## config.mk

```make
export PLATFORM = sky130hd
export DESIGN_NAME = alu_arbiter
export DESIGN_NICKNAME = d
export VERILOG_FILES = /design/src/rtl/alu_arbiter.sv
export SDC_FILE = /design/constraint.sdc
export NUM_CORES = 1
export LEC_CHECK = 0
export ABC_AREA = 1
export ABC_CLOCK_PERIOD_IN_PS = 2800
export BUFFER_PORTS_ARGS = -buffer_cell sky130_fd_sc_hd__buf_4
export CORE_MARGIN = 2
export CORE_UTILIZATION = 50
export DETAILED_ROUTE_END_ITERATION = 12
export GPL_TIMING_DRIVEN = 0
export HOLD_SLACK_MARGIN = 0.06
export PLACE_DENSITY = 0.84
export SYNTH_ARGS = -nofsm -noshare
export SYNTH_HDL_FRONTEND = slang
export SYNTH_SLANG_ARGS = --single-unit
```

## constraint.sdc

```tcl
create_clock -name clk -period 2.8 [get_ports clk]
set_clock_uncertainty 0.2 [all_clocks]
set_input_delay 0.28 -clock clk [delete_from_list [all_inputs] [get_ports clk]]
set_output_delay 0.28 -clock clk [all_outputs]
set_load 0.1 [all_outputs]
```

## src/rtl/alu_arbiter.sv

```systemverilog
// Two-port request arbiter sharing one Hack-style ALU; one operation in flight at a time.
// Build option: define ALU_ARB_FIXED_PRI_EN to make port 0 win every tie (no round-robin pointer).
//
// state | meaning
// IDLE  | no operation in flight; req_ready offered to the arbitration winner
// EXEC  | latched operands run through the ALU, result registered
// RESP  | result presented to the granted port until it consumes it
module alu_arbiter (
  input  logic       clk,
  input  logic       rst,
  input  logic [1:0] req_valid,
  output logic [1:0] req_ready,
  input  logic [7:0] x0,
  input  logic [7:0] y0,
  input  logic [7:0] x1,
  input  logic [7:0] y1,
  input  logic [5:0] ctl0,
  input  logic [5:0] ctl1,
  output logic [1:0] resp_valid,
  input  logic [1:0] resp_ready,
  output logic [7:0] resp_o,
  output logic       resp_zr,
  output logic       resp_ng,
  output logic       busy
);

  typedef enum logic [1:0] {
    IDLE = 2'd0,
    EXEC = 2'd1,
    RESP = 2'd2
  } state_t;

  state_t     r_state;
  state_t     w_state_nxt;
  logic       r_grant;
  logic [7:0] r_x;
  logic [7:0] r_y;
  logic [5:0] r_ctl;
  logic [7:0] r_resp_o;
  logic       r_resp_zr;
  logic       r_resp_ng;

  logic       w_gnt;
  logic       w_accept;
  logic       w_done;
  logic [7:0] w_xa;
  logic [7:0] w_xb;
  logic [7:0] w_ya;
  logic [7:0] w_yb;
  logic [7:0] w_f;
  logic [7:0] w_o;

`ifndef ALU_ARB_FIXED_PRI_EN
  // Port that last completed a response; the other port wins the next tie.
  logic r_ptr;
`endif

  always_comb begin
    w_gnt = req_valid[1];
    if (&req_valid) begin
`ifdef ALU_ARB_FIXED_PRI_EN
      w_gnt = 1'b0;
`else
      w_gnt = ~r_ptr;
`endif
    end
  end

  assign w_accept = (r_state == IDLE) && (|req_valid);
  assign w_done   = (r_state == RESP) && resp_ready[r_grant];

  // ALU: zx/nx on X, zy/ny on Y, f selects add/and, no inverts the result.
  assign w_xa = r_ctl[5] ? 8'h00 : r_x;
  assign w_xb = r_ctl[4] ? ~w_xa : w_xa;
  assign w_ya = r_ctl[3] ? 8'h00 : r_y;
  assign w_yb = r_ctl[2] ? ~w_ya : w_ya;
  assign w_f  = r_ctl[1] ? (w_xb + w_yb) : (w_xb & w_yb);
  assign w_o  = r_ctl[0] ? ~w_f : w_f;

  always_ff @(posedge clk) begin
    if (rst) r_state <= IDLE;
    else     r_state <= w_state_nxt;
  end

  always_comb begin
    w_state_nxt = r_state;
    case (r_state)
      IDLE:    if (w_accept) w_state_nxt = EXEC;
      EXEC:    w_state_nxt = RESP;
      RESP:    if (w_done) w_state_nxt = IDLE;
      default: w_state_nxt = IDLE;
    endcase
  end

  always_comb begin
    req_ready  = 2'b00;
    resp_valid = 2'b00;
    busy       = (r_state != IDLE);
    if (w_accept) req_ready[w_gnt] = 1'b1;
    if (r_state == RESP) resp_valid[r_grant] = 1'b1;
  end

  always_ff @(posedge clk) begin
    if (rst) begin
      r_grant   <= 1'b0;
      r_x       <= 8'h00;
      r_y       <= 8'h00;
      r_ctl     <= 6'h00;
      r_resp_o  <= 8'h00;
      r_resp_zr <= 1'b0;
      r_resp_ng <= 1'b0;
    end else begin
      if (w_accept) begin
        r_grant <= w_gnt;
        r_x     <= w_gnt ? x1 : x0;
        r_y     <= w_gnt ? y1 : y0;
        r_ctl   <= w_gnt ? ctl1 : ctl0;
      end
      if (r_state == EXEC) begin
        r_resp_o  <= w_o;
        r_resp_zr <= (w_o == 8'h00);
        r_resp_ng <= w_o[7];
      end
    end
  end

`ifndef ALU_ARB_FIXED_PRI_EN
  always_ff @(posedge clk) begin
    if (rst)         r_ptr <= 1'b1;
    else if (w_done) r_ptr <= r_grant;
  end
`endif

  assign resp_o  = r_resp_o;
  assign resp_zr = r_resp_zr;
  assign resp_ng = r_resp_ng;

endmodule

```

== Yosys cells after proc, flatten, opt, wreduce, memory -nomap -nowiden ==
Index checks and enable logic that the tools add are counted.

* Bits in registers: 36
* Bits in latches: 0
* Bits in writable memories: 0
* Bits in read-only memories: 0
* Input port bits: 50
* Output and inout port bits: 15
* Memories: 0

* Add/sub/neg operators: 1
* Multiply operators: 0
* Div/mod/pow operators: 0
* Order comparisons: 4
* Equality and inequality tests: 4
* Shift-type cells: 0
* Mux-type cells: 21
* Bitwise logic cells: 5
* Reductions and logical operators: 10

{| class="wikitable"
|+ Operator list
! kind !! number
|-
| two-way mux 8 bit || 8
|-
| NOT 8 bit || 3
|-
| adder 8 bit || 1
|-
| bitwise AND 8 bit || 1
|-
| zero test 8 bit || 1
|-
| two-way mux 2 bit || 4
|-
| two-way mux 6 bit || 1
|-
| one-hot mux 2 bit (3 select lines) || 1
|-
| two-way mux 1 bit || 5
|-
| logical AND 1 bit || 4
|-
| < comparator 1 x 2 -> 1 bit (second input constant) || 2
|-
| inequality test 2 bit (second input constant) || 2
|-
| AND reduction 2 bit || 2
|-
| demux 1 bit (select 1 bit) || 2
|-
| equality test 2 x 1 -> 1 bit (second input constant) || 1
|-
| equality test 2 bit (second input constant) || 1
|-
| >= comparator 1 bit (second input constant) || 2
|-
| zero test 2 bit || 1
|-
| nonzero test 2 bit || 1
|-
| OR reduction 2 bit || 1
|-
| NOT 1 bit || 1
|}

== Logic depth before layout (Yosys ltp) ==
Gate-level depths: netlist of run 1.

* Word-level depth: 8
* Gate-level depth with buffers: 18
* Mapped depth without buffers: 18

== Worst setup path before layout of run 1 ==
No wires, ideal clock.

* Path kind: register -> register
* Start point: reg r_ctl[2]
* End point: reg r_resp_zr, in the netlist resp_zr
* Arrival: 2.138 ns
* Required time: 2.533 ns
* Path slack: 0.395 ns
* Stages on the path, launching flop included: 16
* Buffers on the path: 1
* Period minus slack after synthesis: 2.405 ns
* Path through: dfxtp_1 buf_2 xor2_1 inv_1 ha_1 fa_1 or2_1 nand3_1 o21ai_1 nand2_1 nand2_1 nor2_1 nand3_1 nor2_1 nand2_1 a21oi_2

* Longest elaborated chain between the ends: 6
* Elaborated cells on any way between the ends: 7

{| class="wikitable"
|+ Ends and longest elaborated chain
! item !! RTL line !! source
|-
| start, declared || 38 || <nowiki>logic [5:0] r_ctl;</nowiki>
|-
| start signal, assigned || 117 || <nowiki>r_ctl <= w_gnt ? ctl1 : ctl0;</nowiki>
|-
| two-way mux 8 bit (*) || 76 || <nowiki>assign w_yb = r_ctl[2] ? ~w_ya : w_ya;</nowiki>
|-
| adder 8 bit / bitwise AND 8 bit (equally long branches) || 77 || <nowiki>assign w_f = r_ctl[1] ? (w_xb + w_yb) : (w_xb & w_yb);</nowiki>
|-
| two-way mux 8 bit (*) || 77 ||
|-
| NOT 8 bit || 78 || <nowiki>assign w_o = r_ctl[0] ? ~w_f : w_f;</nowiki>
|-
| two-way mux 8 bit (*) || 78 ||
|-
| zero test 8 bit (*) || 121 || <nowiki>r_resp_zr <= (w_o == 8'h00);</nowiki>
|-
| end signal, assigned || 121 ||
|-
| end, declared || 40 || <nowiki>logic r_resp_zr;</nowiki>
|}

Mark *: on every way between the ends. The rest lies on a longest branch, timed or not.
A chain may end at the register's enable or synchronous reset.

== Final worst setup path of run 1 ==
* Start point: reg r_ctl[4]
* End point: reg r_resp_zr, in the netlist resp_zr

* Longest elaborated chain between the ends: 6
* Elaborated cells on any way between the ends: 7

{| class="wikitable"
|+ Ends and longest elaborated chain
! item !! RTL line !! source
|-
| two-way mux 8 bit (*) || 74 || <nowiki>assign w_xb = r_ctl[4] ? ~w_xa : w_xa;</nowiki>
|-
| adder 8 bit / bitwise AND 8 bit (equally long branches) || 77 ||
|-
| two-way mux 8 bit (*) || 77 ||
|-
| NOT 8 bit || 78 ||
|-
| two-way mux 8 bit (*) || 78 ||
|-
| zero test 8 bit (*) || 121 ||
|}

Marks and branches as above.

==> results of run 1 <==
[synthesized netlist by cell type]
master	number	area share (%)
nand2_4	2	0.95
nand2_2	1	0.26
a21oi_1	4	0.84
a21oi_2	4	1.5
buf_2	7	1.5
nand4_1	2	0.53
fa_1	1	0.84
o21ai_1	1	0.21
inv_1	47	7.4
nand2_1	144	23
a31oi_1	22	5.8
clkbuf_1	5	0.79
buf_4	1	0.32
nand3_1	29	6.1
ha_1	8	4.2
o21ai_0	5	1.1
nor2_1	18	2.8
xnor2_1	1	0.37
nor2_2	2	0.53
nand3b_1	1	0.32
or2_1	2	0.53
o21ai_2	1	0.37
or2_2	2	0.53
buf_6	3	1.4
inv_2	2	0.32
xor2_1	16	5.9
inv_6	1	0.37
nand3_2	1	0.42
o211ai_1	5	1.6
dfxtp_1	35	29
[final cells by class]
class	instances	area [um2]
tap	54	67.6
inverter	50	193
multi-input combinational	272	1390
buffer	16	100
fill	406	1510
clock buffer	7	76.3
timing repair buffer	78	621
clock inverter	1	5.00
sequential	35	701
[report_power, final]
group	total, uW	switching, uW	internal [uW]
Clock	349	175	174
Sequential	574	25.9	548
Combinational	834	540	294
[routing by layer]
layer / up-vias / routed length (um) / track usage [%]
li1: 1344 / - / -
met1: 1122 / 2620 / 27.6
met2: 65 / 3130 / 44.7
met3: 13 / 252 / 4.56
met4: 0 / 109 / 9.26
met5: - / 0 / 0
[metrics by stage]
step	cells	utilization, %	instance area (um2)	total power, uW
6_report	513	67.7	3150	1760
5_1_grt	513	67.7	3150	1870
4_1_cts	513	67.5	3150	1750
3_5_place_dp	491	62.7	2920	1390
3_3_place_gp	491	62.7	2920	1370
2_1_floorplan	373	-	2380	1200
[cell families after synthesis]
| family | after synthesis |
|---|---|
| flops | 35 |
| compound gates | 42 |
| xor+xnor | 17 |
| simple gates | 204 |
| fa+ha+maj | 9 |
| buf+inv | 66 |
[placed cells by master (no fill, tap or decap), types with 7 or more instances in the layout]
cell	count
inv_1	45
clkbuf_1	7
nand2_1	144
dlygate4sd3_1	14
ha_1	8
nand3_1	29
xor2_1	16
buf_4	66
a31oi_1	22
dfxtp_1	35
nor2_1	18
[timing repair]
action | in CTS | in global routing
hold endpoints to repair | 14 | 0
setup endpoints to repair | 0 | 2
hold buffers | 14 | 0
gates resized for setup | 0 | 6
[sequential cells by signal, summed over array words and instances (netlist names)]
signal and cells:
r_x 8, r_y 8, resp_o 8, r_ctl 6
r_state 2, r_grant 1, r_ptr 1, resp_zr 1
[worst max-delay path, delay by kind of cell (launching register included)]
kind	cells	cell delay [ns]
simple gates	7	0.57
buf+inv	2	0.28
fa+ha+maj	2	0.73
compound gates	1	0.11
xor+xnor	2	0.34
flops	1	0.31
[how the worst max path moves through the flow]
stage               endpoint      from  cells past startpoint  slack [ns]
floorplan            resp_zr  r_ctl[2]                     15        0.39
global placement     resp_zr  r_ctl[5]                     15        0.18
detailed placement   resp_zr  r_ctl[3]                     16        0.16
CTS                  resp_zr  r_ctl[3]                     16        0.13
global route         resp_zr  r_ctl[2]                     15        0.04
finish               resp_zr  r_ctl[4]                     14        0.20
==> impl_metrics.toml, run 1 <==
[hold_path]
hp-start = "ctl1[5]"
hp-class = "input port to register"
min_path_cells = 3
min_to = "r_ctl[5]"

[synth]
synth.distinct_cells = 30
synthMuxAreaShare_pct = 0
synthSimpleGateAreaFrac_pct = 35.8
yosysSeqAreaShare_pct = 29.5
synthAdderAreaFrac_pct = 5.06
syn_nets = 432
synth-xor-area-share_pct = 6.27
postSynthAreaPerCell_um2 = 6.37
ys_ff_latch = 35
syn_inst = 373
synth-compound-area-share_pct = 11.3
synth-warning-count = 0
synthesis.area_mm2 = 0.00238
synth_top_family_by_area = "simple AND/OR/NAND/NOR gates"

[clock_tree]
cts_inserted_buffers = 5
root_buffer = "clkbuf_8"
path_clk_slew_ns = 0.07
cts_buffer_depth = 2
clk_latency_ns = 0.28
htree_levels = 2
postCtsSetupBuffers = 0
clock_sink_count = 35
cts_tree = "yes"

[sta]
slew-limit-headroom_pct = 62.3
post-route-min-period_ns = 2.60
hold_ws_ns = 0.0682
setup_violations = 0
tns_ns = 0
clock.fmax_mhz = 385
worst_pin_slew_ns = 0.566
grt_setup_unrepaired = "false"
finalCritPeriodShare_pct = 92.8
hold_violations = 0
drv_slew = 0
fin_ws_ns = 0.201

[routing]
first_pass_iters = 4
viasPerCell = 4.96
drcViolationCount = 0
ant_nets = 0
wl_um = 6120
routedWlPerCell_um = 11.9
drt_iter0_drc = 94
vias = 2544

[critical_path]
regToRegStartpoint = "r_ctl[4]"
rrSetupSlack_ns = 0.20
cpPeakStageDelay_ns = 0.47
timing.rr.end = "resp_zr"
path_cells = "clkbuf_4, xnor2_1, ha_1, fa_2, nand2_1, nand2_2, xor2_1, inv_1, nand2_1, nor2_1, nand3_1, nor2_1, nand2_1, a21oi_2"
timing.critical_path.fanout_max = 9
path_common_cell = "nand2_1"
end_kind = "register"
slowest_stage = "fa_2"
cp.arrival_ns = 2.62
cp.required_ns = 2.82
start_kind = "register"
reg2regPathDepth = 14
criticalPathCategory = "register to register"

[layout]
nNetsFinal = 517
final_layout_size_suffix_gt1_share_pct = 21.8
insertedDiodeCount = 0
area.growth.synth_to_final_pct = 32.7

[floorplan]
row_count = 25
die_w_um = 72.9
die_h_um = 72.9
die_area_mm2 = 0.00532
core_mm2 = 0.00466
top_level_ports = 65
initial_core_util_pct = 51.0

[global_route]
grt_pass1_vias = 2399
grt_max_degree = 11
antenna_found_initial = 0
grt_pass1_wl_um = 10000
grtUsageTotal_pct = 24.3
grt_overflow = 0

[power]
p_leak_uw = 0.00163
p_per_area_mw_per_mm2 = 557
ir_worst_vdd_mv = 0.320

[placed_design]
place_ws_ns = 0.164
hpwlAfterDp_um = 4490
gp_congestion = 0.890
io_buffer_count = 64

[run_status]
status = "finished, final reports clean"

[run]
drv_cap = 0
No activity file was read; power rests on OpenSTA's default activity.
==> inputs of run 2 (changes only) <==
PLACE_DENSITY = 0.83   (was 0.84)
SKIP_LAST_GASP = 1   (was unset)
==> impl_metrics.toml, run 2 (same netlist as run 1, synthesis figures left out) <==
[routing]
ant_nets = 0
vias = 2611
drt_iter0_drc = 123
viasPerCell = 5.07
first_pass_iters = 4
drcViolationCount = 0
routedWlPerCell_um = 12.0
wl_um = 6200

[sta]
hold_ws_ns = 0.0627
tns_ns = 0
drv_slew = 0
post-route-min-period_ns = 2.55
grt_setup_unrepaired = "false"
clock.fmax_mhz = 393
slew-limit-headroom_pct = 61.6
worst_pin_slew_ns = 0.576
finalCritPeriodShare_pct = 90.9
hold_violations = 0
setup_violations = 0
fin_ws_ns = 0.254

[floorplan]
die_w_um = 72.9
row_count = 25
core_mm2 = 0.00466
die_area_mm2 = 0.00532
die_h_um = 72.9
initial_core_util_pct = 51.0
top_level_ports = 65

[layout]
fin_util_pct = 69.0
mostFrequentLayoutCells = "nand2_1 (144), buf_4 (65), inv_1 (45), dfxtp_1 (34), nand3_1 (29)"
area.growth.synth_to_final_pct = 35.4
fill_cells = 389
stdcell_count = 515
nNetsFinal = 519
final_layout_size_suffix_gt1_share_pct = 22.6
final_common_cell = "nand2_1"
insertedDiodeCount = 0

[critical_path]
reg2regPathDepth = 14
rrSetupSlack_ns = 0.25
critPathTopFamily = "adder cells"
cpPeakStageDelay_ns = 0.44
cp.required_ns = 2.83
path_common_cell = "nand2_1"
path_cells = "buf_2, xnor2_1, ha_2, fa_2, nand2_1, nand2_2, xor2_1, inv_1, nand2_1, nor2_1, nand3_1, nor2_1, nand2_1, a21oi_2"
end_kind = "register"
critPathLaunch = "r_ctl[4]"
cp.arrival_ns = 2.57
regToRegStartpoint = "r_ctl[4]"
start_kind = "register"
criticalPathCategory = "register to register"
slowest_stage = "fa_2"
worst-path-buf-inv = 2
timing.rr.end = "resp_zr"
timing.critical_path.fanout_max = 9

[placed_design]
dp_cells = 491
gp_congestion = 0.872
place_ws_ns = 0.123
hpwlAfterDp_um = 4490
io_buffer_count = 64

[power]
ir_worst_vdd_mv = 0.320
p_leak_uw = 0.00166
p_per_area_mw_per_mm2 = 588

[global_route]
grt_pass1_wl_um = 10300
antenna_found_initial = 0
grt_pass1_vias = 2582
grt_overflow = 0
grt_max_degree = 12
grtUsageTotal_pct = 24.7

[clock_tree]
postCtsSetupBuffers = 0
cts_inserted_buffers = 5
path_clk_slew_ns = 0.07
root_buffer = "clkbuf_8"
cts_buffer_depth = 2
clk_latency_ns = 0.29
htree_levels = 2
clock_sink_count = 35
cts_tree = "yes"

[hold_path]
min_to = "r_ctl[0]"
hp-start = "ctl1[0]"
min_path_cells = 3
hp-class = "input port to register"

[run_status]
status = "finished, final reports clean"

[run]
drv_cap = 0
[run 2: cell count changes in the layout (fill, tap and decap cells not counted), sizes merged]
cell         delta
clkbuf          -2
dlygate4sd3     +2
buf             +1
bufinv          +1
[run 2: worst min-delay path, stage by stage]
cell     delay (ns)
buf_4          0.11
nand2_1        0.05
a31oi_1        0.07
[run 2: how the worst max path moves through the flow]
stage,endpoint,slack [ns],depth (start not counted)
global route,resp_zr,0.01,15
floorplan,resp_zr,0.39,15
global placement,resp_zr,0.17,15
finish,resp_zr,0.25,14
CTS,resp_zr,0.09,16
detailed placement,resp_zr,0.12,16
[run 2: timing repair]
action	CTS	global route
endpoints found under the setup margin	0	2
hold buffers	16	0
endpoints found under the hold margin	16	0
gates resized for setup	0	9
[run 2: final cells by class]
| class | instances | area (um2) | share of cell area (%) |
|---|---|---|---|
| clock buffer | 6 | 82.6 | 2.57 |
| timing repair buffer | 80 | 641 | 19.9 |
| tap | 54 | 67.6 | 2.10 |
| inverter | 50 | 195 | 6.07 |
| clock inverter | 2 | 35.0 | 1.09 |
| buffer | 16 | 101 | 3.15 |
| multi-input combinational | 272 | 1390 | 43.3 |
| sequential | 35 | 702 | 21.8 |
[run 2: layer usage]
| layer | routed length, um | global-route usage (%) | part of all wire, % | up-vias |
|---|---|---|---|---|
| li1 | - | - | - | 1357 |
| met1 | 2610 | 26.5 | 42 | 1173 |
| met2 | 3170 | 46.4 | 51 | 67 |
| met3 | 279 | 5.80 | 4.5 | 14 |
| met4 | 142 | 9.26 | 2.3 | 0 |
| met5 | 0 | 0 | 0 | - |
[run 2: metrics by stage]
step                total power [uW]  instance area, um2
floorplan                       1200                2380
global placement                1370                2920
detailed placement              1390                2920
CTS                             1880                3200
global route                    2010                3220
finish                          1890                3220
[run 2: power breakdown]
group,internal (uW),switching [uW]
clock,288,189
sequential,548,27.0
combinational,296,543
total,1130,759
==> inputs of run 3 (changes only) <==
PLACE_DENSITY = 0.82   (was 0.83)
==> impl_metrics.toml, run 3 (same netlist as run 1, synthesis figures left out) <==
[run_status]
status = "finished, final reports clean"

[clock_tree]
clk_latency_ns = 0.29
root_buffer = "clkbuf_8"
cts_inserted_buffers = 5
htree_levels = 2
cts_buffer_depth = 2
cts_tree = "yes"
clock_sink_count = 35
path_clk_slew_ns = 0.07

[placed_design]
gp_congestion = 0.881
post_dp_cell_area_mm2 = 0.00292
dp_cells = 491
hpwlAfterDp_um = 4580
io_buffer_count = 64

[global_route]
grt_max_degree = 11
grt_overflow = 0
grt_pass1_wl_um = 10100
antenna_found_initial = 0
grt_pass1_vias = 2514
grtUsageTotal_pct = 24.1

[power]
p_sw_uw = 744
swShare_pct = 42.2
power_frac_clock_pct = 20.1
p_per_area_mw_per_mm2 = 555
p_comb_share_pct = 47.3
pwr-share-seq_pct = 32.6
power.internal_uw = 1020
ir_worst_vdd_mv = 0.287
fin_total_pwr_uw = 1760
p_leak_uw = 0.00165

[floorplan]
initial_core_util_pct = 51.0
die_area_mm2 = 0.00532
row_count = 25
core_mm2 = 0.00466
die_w_um = 72.9
top_level_ports = 65
die_h_um = 72.9

[critical_path]
criticalPathCategory = "register to register"
start_kind = "register"
path_common_cell = "nand2_1"
reg2regPathDepth = 14
rrSetupSlack_ns = 0.25
timing.rr.end = "resp_zr"
slowest_stage = "fa_2"
critPathLaunch = "r_ctl[4]"
regToRegStartpoint = "r_ctl[4]"
end_kind = "register"
cp.required_ns = 2.83
critPathTopFamily = "adder cells"
worst-path-buf-inv = 2
cp.arrival_ns = 2.58
timing.critical_path.fanout_max = 9
path_cells = "buf_2, xnor2_1, ha_1, fa_2, nand2_1, nand2_2, xor2_1, inv_1, nand2_1, nor2_1, nand3_1, nor2_1, nand2_1, a21oi_2"
cpPeakStageDelay_ns = 0.46

[layout]
final_common_cell = "nand2_1"
final_layout_size_suffix_gt1_share_pct = 22.1
mostFrequentLayoutCells = "nand2_1 (144), buf_4 (67), inv_1 (45), dfxtp_1 (35), nand3_1 (29)"
insertedDiodeCount = 0
area.growth.synth_to_final_pct = 33.6
nNetsFinal = 520
stdcell_count = 516
fin_area_mm2 = 0.00318
fin_util_pct = 68.1
fill_cells = 422

[hold_path]
min_to = "r_y[7]"
min_path_cells = 3
hp-class = "input port to register"
hp-start = "y0[7]"

[sta]
worst_pin_slew_ns = 0.525
hold_violations = 0
tns_ns = 0
slew-limit-headroom_pct = 65.0
clock.fmax_mhz = 392
post-route-min-period_ns = 2.55
drv_slew = 0
setup_violations = 0
grt_setup_unrepaired = "false"
finalCritPeriodShare_pct = 91.1

[routing]
drt_iter0_drc = 99
drcViolationCount = 0
vias = 2566
first_pass_iters = 4
routedWlPerCell_um = 11.6
wl_um = 6000
ant_nets = 0
viasPerCell = 4.97

[run]
drv_cap = 0
-- run 3: worst register-to-register path: cells and delay by family, from the launching register on --
kind	cells	cell delay (ns)
compound gates	1	0.10
xor+xnor	2	0.29
fa+ha+maj	2	0.71
buf+inv	2	0.31
flops	1	0.30
simple gates	7	0.55
-- run 3: layer usage --
metal  vias to the layer above  wire [um]  track usage [%]
met5                         -          0                0
met4                         0         85             8.44
met3                         7        323             5.11
met2                        75       3050             44.8
met1                      1138       2540             26.9
li1                       1346          -                -
-- run 3: repair_timing --
item	in CTS	in global routing
setup endpoints to repair	0	2
gates resized for setup	0	4
setup buffers	0	2
hold buffers	15	0
endpoints found under the hold margin	15	0
-- run 3: power by group through the flow --
stage	logic [uW]	registers [uW]	clock network, uW
2_1_floorplan	519	677	0
3_3_place_gp	785	582	0
3_5_place_dp	805	584	0
4_1_cts	824	573	358
5_1_grt	921	579	374
6_report	833	574	355
-- run 3: final cells by class --
type / count / area, um2 / area share (%)
plain buffers: 16 / 97.6 / 3.07
clock buffers: 7 / 76.3 / 2.40
clock inverters: 1 / 5.00 / 0.158
inverters: 50 / 193 / 6.07
multi-input cells: 272 / 1390 / 43.8
flip-flops and latches: 35 / 701 / 22.1
well taps: 54 / 67.6 / 2.13
repair buffers: 81 / 646 / 20.3
-- run 3: through the flow --
stage	hold WS, ns	setup slack [ns]
floorplan	0.237	0.395
global placement	0.277	0.175
detailed placement	0.279	0.170
CTS	0.0603	0.153
global route	0.0641	0.00134
finish	0.0619	0.250
-- run 3: worst max path at each step --
stage	end	slack (ns)	cells past startpoint
floorplan	resp_zr	0.39	15
global placement	resp_zr	0.18	15
detailed placement	resp_zr	0.17	15
CTS	resp_zr	0.15	15
global route	resp_zr	0.001	16
finish	resp_zr	0.25	14
